### src/rtl/sha_bridge_pkg.sv
// sha_bridge_pkg: states, constants and hex encoding shared by the UART/SHA-256 bridge
package sha_bridge_pkg;
    typedef enum logic [2:0] {RECV, FEED, WAIT_HASH, SEND, SUFFIX, ERROR, DONE} state_t;
    localparam int HEX_LEN = 64;
    localparam logic [7:0] CR = 8'h0D;
    localparam logic [7:0] LF = 8'h0A;
    function automatic logic [7:0] hex_char(input logic [3:0] n, input logic upper);
        return n < 4'd10 ? 8'h30 + {4'd0, n} : (upper ? 8'h37 : 8'h57) + {4'd0, n};
    endfunction
endpackage

### src/rtl/sha256_uart_bridge_if.sv
// sha256_uart_bridge_if: uart_rx, sha256 core, uart_tx, display and status signals of the bridge
interface sha256_uart_bridge_if;
    logic rx_ready;
    logic [7:0] rx_data;
    logic sha_reset;
    logic [7:0] sha_data;
    logic sha_data_end;
    logic sha_delay;
    logic sha_hash_done;
    logic [255:0] sha_hash;
    logic tx_send;
    logic [7:0] tx_data;
    logic tx_busy;
    logic disp_valid;
    logic busy;
    logic overflow;
    logic [7:0] msg_count;
    modport master (
        input rx_ready, rx_data, sha_delay, sha_hash_done, sha_hash, tx_busy,
        output sha_reset, sha_data, sha_data_end, tx_send, tx_data, disp_valid, busy, overflow, msg_count
    );
    modport slave (
        output rx_ready, rx_data, sha_delay, sha_hash_done, sha_hash, tx_busy,
        input sha_reset, sha_data, sha_data_end, tx_send, tx_data, disp_valid, busy, overflow, msg_count
    );
endinterface

### src/rtl/tx_byte_sender.sv
// tx_byte_sender: issues one byte at a time to uart_tx, waiting for busy to rise and fall
module tx_byte_sender (
    input logic clk,
    input logic rst,
    input logic start,
    input logic [7:0] data,
    input logic tx_busy,
    output logic tx_send,
    output logic [7:0] tx_data,
    output logic fire
);
    logic guard, seen;
    logic [1:0] cnt;
    assign fire = start && !guard && !tx_busy;
    // if busy never rises within 2 cycles the transmitter is assumed to have taken the byte
    always_ff @(posedge clk)
        if (rst) begin
            tx_send <= 1'b0;
            tx_data <= 8'd0;
            guard <= 1'b0;
            seen <= 1'b0;
            cnt <= 2'd0;
        end else begin
            tx_send <= fire;
            if (fire) begin
                tx_data <= data;
                guard <= 1'b1;
                seen <= 1'b0;
                cnt <= 2'd0;
            end else if (guard) begin
                if (tx_busy) seen <= 1'b1;
                else if (seen || cnt == 2'd2) guard <= 1'b0;
                else cnt <= cnt + 2'd1;
            end
        end
endmodule

### src/rtl/sha256_uart_bridge.sv
// sha256_uart_bridge: buffers a UART message, hashes it, returns the digest as hex text
module sha256_uart_bridge
    import sha_bridge_pkg::*;
#(
    parameter int MAX_LEN = 64,
    parameter logic [7:0] TERM_CHAR = 8'h0A,
    parameter bit UPPER_HEX = 1'b0,
    parameter bit SEND_CRLF = 1'b1,
    parameter logic [7:0] ERR_CHAR = 8'h21
) (
    input logic clk,
    input logic master_reset,
    sha256_uart_bridge_if.master bus
);
    localparam int AW = $clog2(MAX_LEN);
    localparam logic [AW:0] FULL = (AW + 1)'(MAX_LEN);
    state_t state;
    logic [7:0] mem [MAX_LEN];
    logic [7:0] rdata, tx_byte, msg_count;
    logic [AW:0] len;
    logic [AW-1:0] rd, raddr;
    logic [255:0] sh;
    logic [5:0] idx;
    logic ovf_pending, err, overflow, disp_valid, start, fire, last, wr_en;
    assign last = {1'b0, rd} == len - 1'b1;
    assign wr_en = state == RECV && bus.rx_ready && bus.rx_data != TERM_CHAR && len < FULL;
    // read address runs one ahead of rd so the RAM output already holds the presented byte
    assign raddr = state == FEED ? (bus.sha_delay ? rd : rd + 1'b1) : '0;
    assign start = state inside {SEND, SUFFIX, ERROR};
    assign tx_byte = state == SEND ? hex_char(sh[255:252], UPPER_HEX) :
                     state == ERROR ? ERR_CHAR : (idx[0] ? LF : CR);
    assign bus.sha_reset = !(state inside {FEED, WAIT_HASH, SEND} || (state == SUFFIX && !err));
    assign bus.sha_data = state == FEED ? rdata : 8'd0;
    assign bus.sha_data_end = state == FEED && last;
    assign bus.busy = state != RECV;
    assign bus.overflow = overflow;
    assign bus.disp_valid = disp_valid;
    assign bus.msg_count = msg_count;
    tx_byte_sender u_tx (
        .clk(clk),
        .rst(master_reset),
        .start(start),
        .data(tx_byte),
        .tx_busy(bus.tx_busy),
        .tx_send(bus.tx_send),
        .tx_data(bus.tx_data),
        .fire(fire)
    );
    always_ff @(posedge clk) begin
        rdata <= mem[raddr];
        if (wr_en) mem[len[AW-1:0]] <= bus.rx_data;
    end
    always_ff @(posedge clk)
        if (master_reset) begin
            state <= RECV;
            len <= '0;
            rd <= '0;
            idx <= '0;
            sh <= '0;
            ovf_pending <= 1'b0;
            err <= 1'b0;
            overflow <= 1'b0;
            disp_valid <= 1'b0;
            msg_count <= 8'd0;
        end else begin
            disp_valid <= fire && state == SEND;
            case (state)
                RECV: if (bus.rx_ready) begin
                    if (bus.rx_data != TERM_CHAR) begin
                        if (len < FULL) len <= len + 1'b1;
                        else ovf_pending <= 1'b1;
                    end else if (ovf_pending) begin
                        state <= ERROR;
                        overflow <= 1'b1;
                        err <= 1'b1;
                        len <= '0;
                        ovf_pending <= 1'b0;
                        idx <= '0;
                    end else if (len != '0) begin
                        state <= FEED;
                        overflow <= 1'b0;
                        err <= 1'b0;
                        rd <= '0;
                        idx <= '0;
                    end
                end
                FEED: if (!bus.sha_delay) begin
                    rd <= rd + 1'b1;
                    if (last) state <= WAIT_HASH;
                end
                WAIT_HASH: if (bus.sha_hash_done) begin
                    sh <= bus.sha_hash;
                    state <= SEND;
                end
                SEND: if (fire) begin
                    sh <= sh << 4;
                    idx <= idx + 6'd1;
                    if (idx == 6'(HEX_LEN - 1)) state <= SEND_CRLF ? SUFFIX : DONE;
                end
                SUFFIX: if (fire) begin
                    idx <= idx + 6'd1;
                    if (idx[0]) state <= err ? RECV : DONE;
                end
                ERROR: if (fire) state <= SEND_CRLF ? SUFFIX : RECV;
                DONE: begin
                    msg_count <= msg_count + 8'd1;
                    len <= '0;
                    state <= RECV;
                end
                default: state <= RECV;
            endcase
        end
endmodule

### src/flat_wrapper.sv
// flat-port wrapper written by rule: the top's interface ports become plain ports
module sha256_uart_bridge_flat import sha_bridge_pkg::*;
#(
    parameter int MAX_LEN = 64,
    parameter logic [7:0] TERM_CHAR = 8'h0A,
    parameter bit UPPER_HEX = 1'b0,
    parameter bit SEND_CRLF = 1'b1,
    parameter logic [7:0] ERR_CHAR = 8'h21
)
  (clk, master_reset, bus_rx_ready, bus_rx_data, bus_sha_delay, bus_sha_hash_done, bus_sha_hash, bus_tx_busy, bus_sha_reset, bus_sha_data, bus_sha_data_end, bus_tx_send, bus_tx_data, bus_disp_valid, bus_busy, bus_overflow, bus_msg_count);
  sha256_uart_bridge_if bus_i ();
  input logic clk;
  input logic master_reset;
  input wire logic [$bits(bus_i.rx_ready)-1:0] bus_rx_ready;
  input wire logic [$bits(bus_i.rx_data)-1:0] bus_rx_data;
  input wire logic [$bits(bus_i.sha_delay)-1:0] bus_sha_delay;
  input wire logic [$bits(bus_i.sha_hash_done)-1:0] bus_sha_hash_done;
  input wire logic [$bits(bus_i.sha_hash)-1:0] bus_sha_hash;
  input wire logic [$bits(bus_i.tx_busy)-1:0] bus_tx_busy;
  output wire logic [$bits(bus_i.sha_reset)-1:0] bus_sha_reset;
  output wire logic [$bits(bus_i.sha_data)-1:0] bus_sha_data;
  output wire logic [$bits(bus_i.sha_data_end)-1:0] bus_sha_data_end;
  output wire logic [$bits(bus_i.tx_send)-1:0] bus_tx_send;
  output wire logic [$bits(bus_i.tx_data)-1:0] bus_tx_data;
  output wire logic [$bits(bus_i.disp_valid)-1:0] bus_disp_valid;
  output wire logic [$bits(bus_i.busy)-1:0] bus_busy;
  output wire logic [$bits(bus_i.overflow)-1:0] bus_overflow;
  output wire logic [$bits(bus_i.msg_count)-1:0] bus_msg_count;
  assign bus_i.rx_ready = bus_rx_ready;
  assign bus_i.rx_data = bus_rx_data;
  assign bus_i.sha_delay = bus_sha_delay;
  assign bus_i.sha_hash_done = bus_sha_hash_done;
  assign bus_i.sha_hash = bus_sha_hash;
  assign bus_i.tx_busy = bus_tx_busy;
  assign bus_sha_reset = bus_i.sha_reset;
  assign bus_sha_data = bus_i.sha_data;
  assign bus_sha_data_end = bus_i.sha_data_end;
  assign bus_tx_send = bus_i.tx_send;
  assign bus_tx_data = bus_i.tx_data;
  assign bus_disp_valid = bus_i.disp_valid;
  assign bus_busy = bus_i.busy;
  assign bus_overflow = bus_i.overflow;
  assign bus_msg_count = bus_i.msg_count;
  sha256_uart_bridge #(.MAX_LEN(MAX_LEN), .TERM_CHAR(TERM_CHAR), .UPPER_HEX(UPPER_HEX), .SEND_CRLF(SEND_CRLF), .ERR_CHAR(ERR_CHAR)) u_core (.clk(clk), .master_reset(master_reset), .bus(bus_i));
endmodule
### config.mk
export PLATFORM = sky130hd
export DESIGN_NAME = sha256_uart_bridge_flat
export DESIGN_NICKNAME = d
export VERILOG_FILES = /design/src/rtl/sha_bridge_pkg.sv /design/src/rtl/sha256_uart_bridge_if.sv /design/src/rtl/tx_byte_sender.sv /design/src/rtl/sha256_uart_bridge.sv /design/src/flat_wrapper.sv
export SDC_FILE = /design/constraint.sdc
export NUM_CORES = 1
export LEC_CHECK = 0
export ABC_AREA = 1
export CAP_MARGIN = 20
export CORE_ASPECT_RATIO = 0.9
export CORE_UTILIZATION = 58
export CTS_CLUSTER_DIAMETER = 60
export DETAILED_ROUTE_END_ITERATION = 16
export PLACE_DENSITY = 0.85
export SLEW_MARGIN = 20
export SYNTH_ARGS = -nofsm -noshare
export SYNTH_HDL_FRONTEND = slang
export SYNTH_SLANG_ARGS = --single-unit
### constraint.sdc
create_clock -name clk -period 2.9 [get_ports clk]
set_clock_uncertainty 0.05 [all_clocks]
set_input_delay 0.725 -clock clk [delete_from_list [all_inputs] [get_ports clk]]
set_output_delay 0.725 -clock clk [all_outputs]
set_load 0.05 [all_outputs]
## Word-level counts from Yosys, hierarchy flattened

Memory sizes are Yosys's and may differ from the RTL's. A register that Yosys moved wholly into a read port is not among the register bits.
Cells that the tools add are included.

| cells by class | value |
|---|---|
| multiplexer cells | 49 |
| add/sub/neg operators | 8 |
| order comparisons | 2 |
| bitwise logic cells | 3 |
| equality and inequality tests | 27 |
| reductions and logical operators | 35 |

Operators by type and width:

| kind | number |
|---|---|
| $mux 256 | 2 |
| $pmux 256 s2 | 1 |
| $mux 6 | 10 |
| $mux 3 | 14 |
| $mux 8 | 4 |
| $mux 7 | 4 |
| $pmux 6 s2 | 2 |
| $pmux 3 s6 | 1 |
| $ne 2x2->1 const B | 8 |
| $pmux 7 s2 | 1 |
| $add 6x1->6 const B | 2 |
| $ne 2x1->1 const B | 6 |
| $reduce_and 11->1 | 1 |
| $mux 1 | 10 |
| $reduce_and 5->1 | 2 |
| $reduce_bool 2->1 | 5 |
| $eq 3x3->1 const B | 3 |
| $reduce_and 3->1 | 3 |
| $reduce_bool 3->1 | 3 |
| $add 7x4->8 const A | 1 |
| $add 8x1->8 const B | 1 |
| $logic_and 1x1->1 | 8 |
| $ne 8x4->1 const B | 1 |
| $reduce_and 4->1 | 2 |
| 20 further kinds | 29 |

| word-level totals | value |
|---|---|
| RAM bits | 512 |
| memories | 1 |
| register bits after elaboration | 302 |
| input bits | 270 |
| output and inout port bits | 30 |

Memory list:

| name | depth | width | read ports | clocked after memory_dff | wr ports | RTL line | text |
|---|---|---|---|---|---|---|---|
| u_core.mem | 64 | 8 | 1 | 1 | 1 | sha256_uart_bridge.sv:18 | `logic [7:0] mem [MAX_LEN];` |

## Depth between registers and ports, before layout

Gate-level depths: netlist of run 1.

| logic depth | value |
|---|---|
| depth after elaboration | 6 |
| depth in mapped cells | 15 |
| gate-level depth less buffers | 14 |

## Modules after synthesis

Synthesis of run 1 repeated with hierarchy kept, for this count alone.

| unflattened totals | value |
|---|---|
| cells, all modules | 4093 |
| area, all modules | 35838.1 um^2 |

By module, submodules not included:

| module | instances | seq. area each (um^2) | area an instance (um^2) | cells an instance |
|---|---|---|---|---|
| sha256_uart_bridge | 1 | 21320.4 | 35352.7 | 4033 |
| tx_byte_sender | 1 | 260.2 | 485.5 | 60 |

## Least setup slack after synthesis of run 1

Ideal clock, no wire load.

| path | value |
|---|---|
| path type | register to output |
| from | register u_core.len[4] |
| to | output port bus_sha_data_end |
| required time | 2125 ps |
| data arrival time | 1874 ps |
| setup slack | 251 ps |
| stages on the path, launching flop included | 9 |
| path through | dfxtp_1 > clkbuf_1 > nor2_1 > nand2_1 > o21ai_0 > nand2_1 > nor2_1 > nand2_1 > nor2_1 |

| between the ends | value |
|---|---|
| cells in the longest elaborated chain, start to end | 3 |

Ends and longest elaborated chain:

| item | RTL line | text |
|---|---|---|
| start, declared | sha256_uart_bridge.sv:20 | `logic [AW:0] len;` |
| start signal, assigned | sha256_uart_bridge.sv:70 | `if (len < FULL) len <= len + 1'b1;` |
| $sub 7x1->7 | sha256_uart_bridge.sv:25 | `assign last = {1'b0, rd} == len - 1'b1;` |
| $eq 6x7->1 | sha256_uart_bridge.sv:25 |  |
| $logic_and 1x1->1 | sha256_uart_bridge.sv:34 | `assign bus.sha_data_end = state == FEED && last;` |
| end, declared | flat_wrapper.sv:22 | `output wire logic [$bits(bus_i.sha_data_end)-1:0] bus_sha_data_end;` |

Every way passes these cells.

## Worst setup path after layout of run 1

| path | value |
|---|---|
| from | register u_core.len[3] |
| to | output port bus_sha_data_end |

Same word-level chain as after synthesis.

==> results of run 1 <==
==> per-stage QoR <==
step	hold WS, ns	util [%]
global placement	0.401	67.1
detailed placement	0.406	67.1
finish	0.419	71.7
floorplan	0.394	-
CTS	0.416	71.6
global route	0.433	71.7
==> worst max-delay path by stage <==
stage                              from                to  slack (ns)  cells past startpoint
after floorplan           u_core.len[4]  bus_sha_data_end        0.25                      8
after global placement    bus_sha_delay   u_core.rdata[5]       -0.12                     14
after detailed placement  bus_sha_delay   u_core.rdata[5]       -0.17                     14
after CTS                 u_core.len[1]  bus_sha_data_end       0.001                      8
after global routing      u_core.len[1]  bus_sha_data_end       -0.13                      8
final                     u_core.len[3]  bus_sha_data_end      -0.009                      8
==> kinds of logic after synthesis <==
logic type,count (synthesis),synth area share [%]
other,1,0.0107
XOR/XNOR,6,0.171
AO/OA/AOI/OAI,642,10.1
flip-flops,821,61.3
adder cells (fa/ha/maj),7,0.249
AND/OR/NAND/NOR,1812,21.0
buffers and inverters,644,7.16
==> cell type report <==
cell class              count  share of cell area (%)
repair buffers            497                    11.8
diodes                      6                  0.0350
multi-input cells        2468                    26.1
clock inverters            41                   0.901
inverters                 385                    3.41
well taps                 783                    2.28
clock buffers             108                    5.23
flip-flops and latches    821                    50.3
==> per-layer routing <==
| layer | up-vias | track usage, % | share of wire [%] |
|---|---|---|---|
| met3 | 368 | 7.03 | 10 |
| li1 | 13800 | - | - |
| met5 | - | 0 | 0.027 |
| met4 | 4 | 15.7 | 5.1 |
| met2 | 1723 | 49.3 | 47 |
| met1 | 13600 | 41.2 | 38 |
==> power by group through the flow <==
stage	Clock, µW	Sequential (µW)	Combinational (µW)
2_1_floorplan	0	14700	4430
4_1_cts	10600	14700	7010
3_3_place_gp	0	14800	6650
3_5_place_dp	0	14900	6860
6_report	10500	14700	7150
5_1_grt	11000	14900	7860
==> repair_timing <==
item | 4_1_cts | 5_1_grt
resized for setup | 24 | 4
pin swaps | 6 | 6
setup buffers | 3 | 3
hold endpoints to repair | 0 | 0
endpoints found under the setup margin | 2 | 2
==> cell usage in the layout, fill, tap and decap left out, types with 7 or more instances in the layout <==
cell and n:
inv_1 375, inv_6 7, a21oi_1 30, a31oi_1 254, nor2_1 387, buf_12 51
clkdlybuf4s50_1 279, clkbuf_1 18, buf_4 158, buf_2 8, o21ai_0 313, edfxtp_1 512
nor3_1 13, clkinv_1 16, clkinv_2 11, o21ai_1 36, clkbuf_16 84, nand3_1 415
dfxtp_1 302, nand2_1 971
==> worst max-delay path, stage by stage, from the launching register on <==
cell,delay [ns]
dfxtp_4,0.38
inv_2,0.18
nand2_1,0.13
o21ai_0,0.19
nand2_1,0.07
nor2_1,0.13
nand2_2,0.10
nor2_4,0.15
buf_12,0.16
==> state kept, by name (all words and copies together) (netlist names), 2 cells and up <==
name and cells:
u_core.bus.msg_count 8, u_core.state 3, u_core.idx 6, u_core.rd 6, u_core.u_tx.tx_data 7, u_core.u_tx.cnt 2
u_core.len 7, u_core.mem 512, u_core.sh 256, u_core.rdata 8
==> results.md, run 1 <==
- Status: finished, violations left
- Failing checks: negative setup slack
- Hold/Removal Path Class: flop to flop
- # H-tree levels: 3
- Tot Pwr: 32400 µW
- Clock power frac: 32.4%
- Syn avg cell area: 8.95 µm²
- Hold depth: 2
- Power density over cell area: 754 nW/µm²
- Ports: 300
- Number of synthesized flops with an enable pin: 512
- Yosys reg bits: 821
- Port Buffer Count: 298
- Max-cap viol count: 0
- Synth top area share: 43.7%
- First-pass GRT wire length: 151 mm
- Synth Flop Type: edfxtp_1
- CP Class: flop to output port
- RSZ-0062 raised after global routing: yes
- Synth area leaders: edfxtp_1 (44%), dfxtp_1 (18%), nand2_1 (10%), nand3_1 (5.9%), a31oi_1 (4.5%)
- Syn_nets: 4210
- Antenna-violating nets left: 0
- Crit path DAT: 2.13 ns
- Worst Setup Start Kind: flop
- Critical-path maximum fanout: 11
- Core area: 59900 µm²
- Synth Cell Area: 35200 µm²
- Worst path required time: 2.12 ns
- Synthesized instance count: 3933
- Routed vias: 29500
- Clk buf depth: 3
- Worst R2R Path Depth: 9
- Switch share: 30.0%
- RR Endpoint: u_core.rdata[2]
- Initial antenna violation count: 7
- Dominant cell by count in the synthesized netlist: nand2_1
- Fin nets: 4532
- Logic pwr share: 22.1%
- CTS tree: yes
- Fin. Hold Viols: 0
- Max Freq: 344 MHz
- DR WL/cell: 19.1 µm
- Hold_buf cts: 0
- Cts bufs inserted: 82
- Area delta synth->final: 22.0%
- Leak pwr: 0.0175 µW
- Final Max Slew Viols: 0
- Post-place instance area: 40200 µm²
- # fillers: 3995
- Final period util: 100%
- Die H: 236 µm
- Rows: 85
- Grt ovf: 0
- Flop-to-flop setup slack: 0.22 ns
- Number of global-route vias before repair: 28100
- Die W: 262 µm
- Setup crit end kind: output port
- Register area share after synthesis: 61.3%
- Worst-margin pin slew: 1.29 ns
- Post-route DRC: 0
- Relative slew margins: 13.9%
- Worst-Skew Late Latency: 0.65 ns
- Clk sinks: 821
- Tot GR Track Use: 31.5%
- Drt initial violations: 3858
- Drt first pass iters: 6
- Peak VDD IR: 0.000467 V
- Placer Congestion: 0.908
- Leading area contributor after synthesis: edfxtp_1
- Worst reg2reg path startpoint: u_core.rd[0]
- Initial Utilization: 58.8%
- Area of the multi-input gates: 11200 µm²
- Beginning of the worst hold path: u_core.bus.msg_count[7]
- Post-route cell area: 42900 µm²
- Cell Int Power: 22700 µW
- Cell count after placement: 4948
- Synth cell count leaders: nand2_1 (976), edfxtp_1 (512), nand3_1 (415)
- Final worst slack: -0.00860 ns
- Flip-flop and latch area: 21600 µm²
- Unique masters post-synth: 40
- Proportion of layout cells with a drive suffix above 1: 8.54%
- Dpl ws: -0.174 ns
- Setup_tns: -0.00860 ns
- Minimum clock period: 2.91 ns
- Clk slew on worst S/H paths: 0.06 ns
- Root Buffer: clkbuf_16
- Share of power burned in registers: 45.5%
- Post-synthesis async set-or-reset flop share: 0%
- Switch Pwr: 9730 µW
- Worst Hold Endpoint: u_core.bus.msg_count[7]
- Die area: 61700 µm²
- Final WL: 97.7 mm
- Largest net degree at the start of global routing: 259
- Final setup viols: 1
- HPWL Detailed: 60.1 mm
- Yosys synthesis warning count: 0
- Routed vias/inst: 5.78
- Finished Layout Cells: 5109
Power figures use the tool's default switching activity.
==> run 2: changes to the inputs <==
Settings changed: CAP_MARGIN 20 to 30.
==> results of run 2 <==
The final DEF is identical to that of run 1; final timing and power are the same.
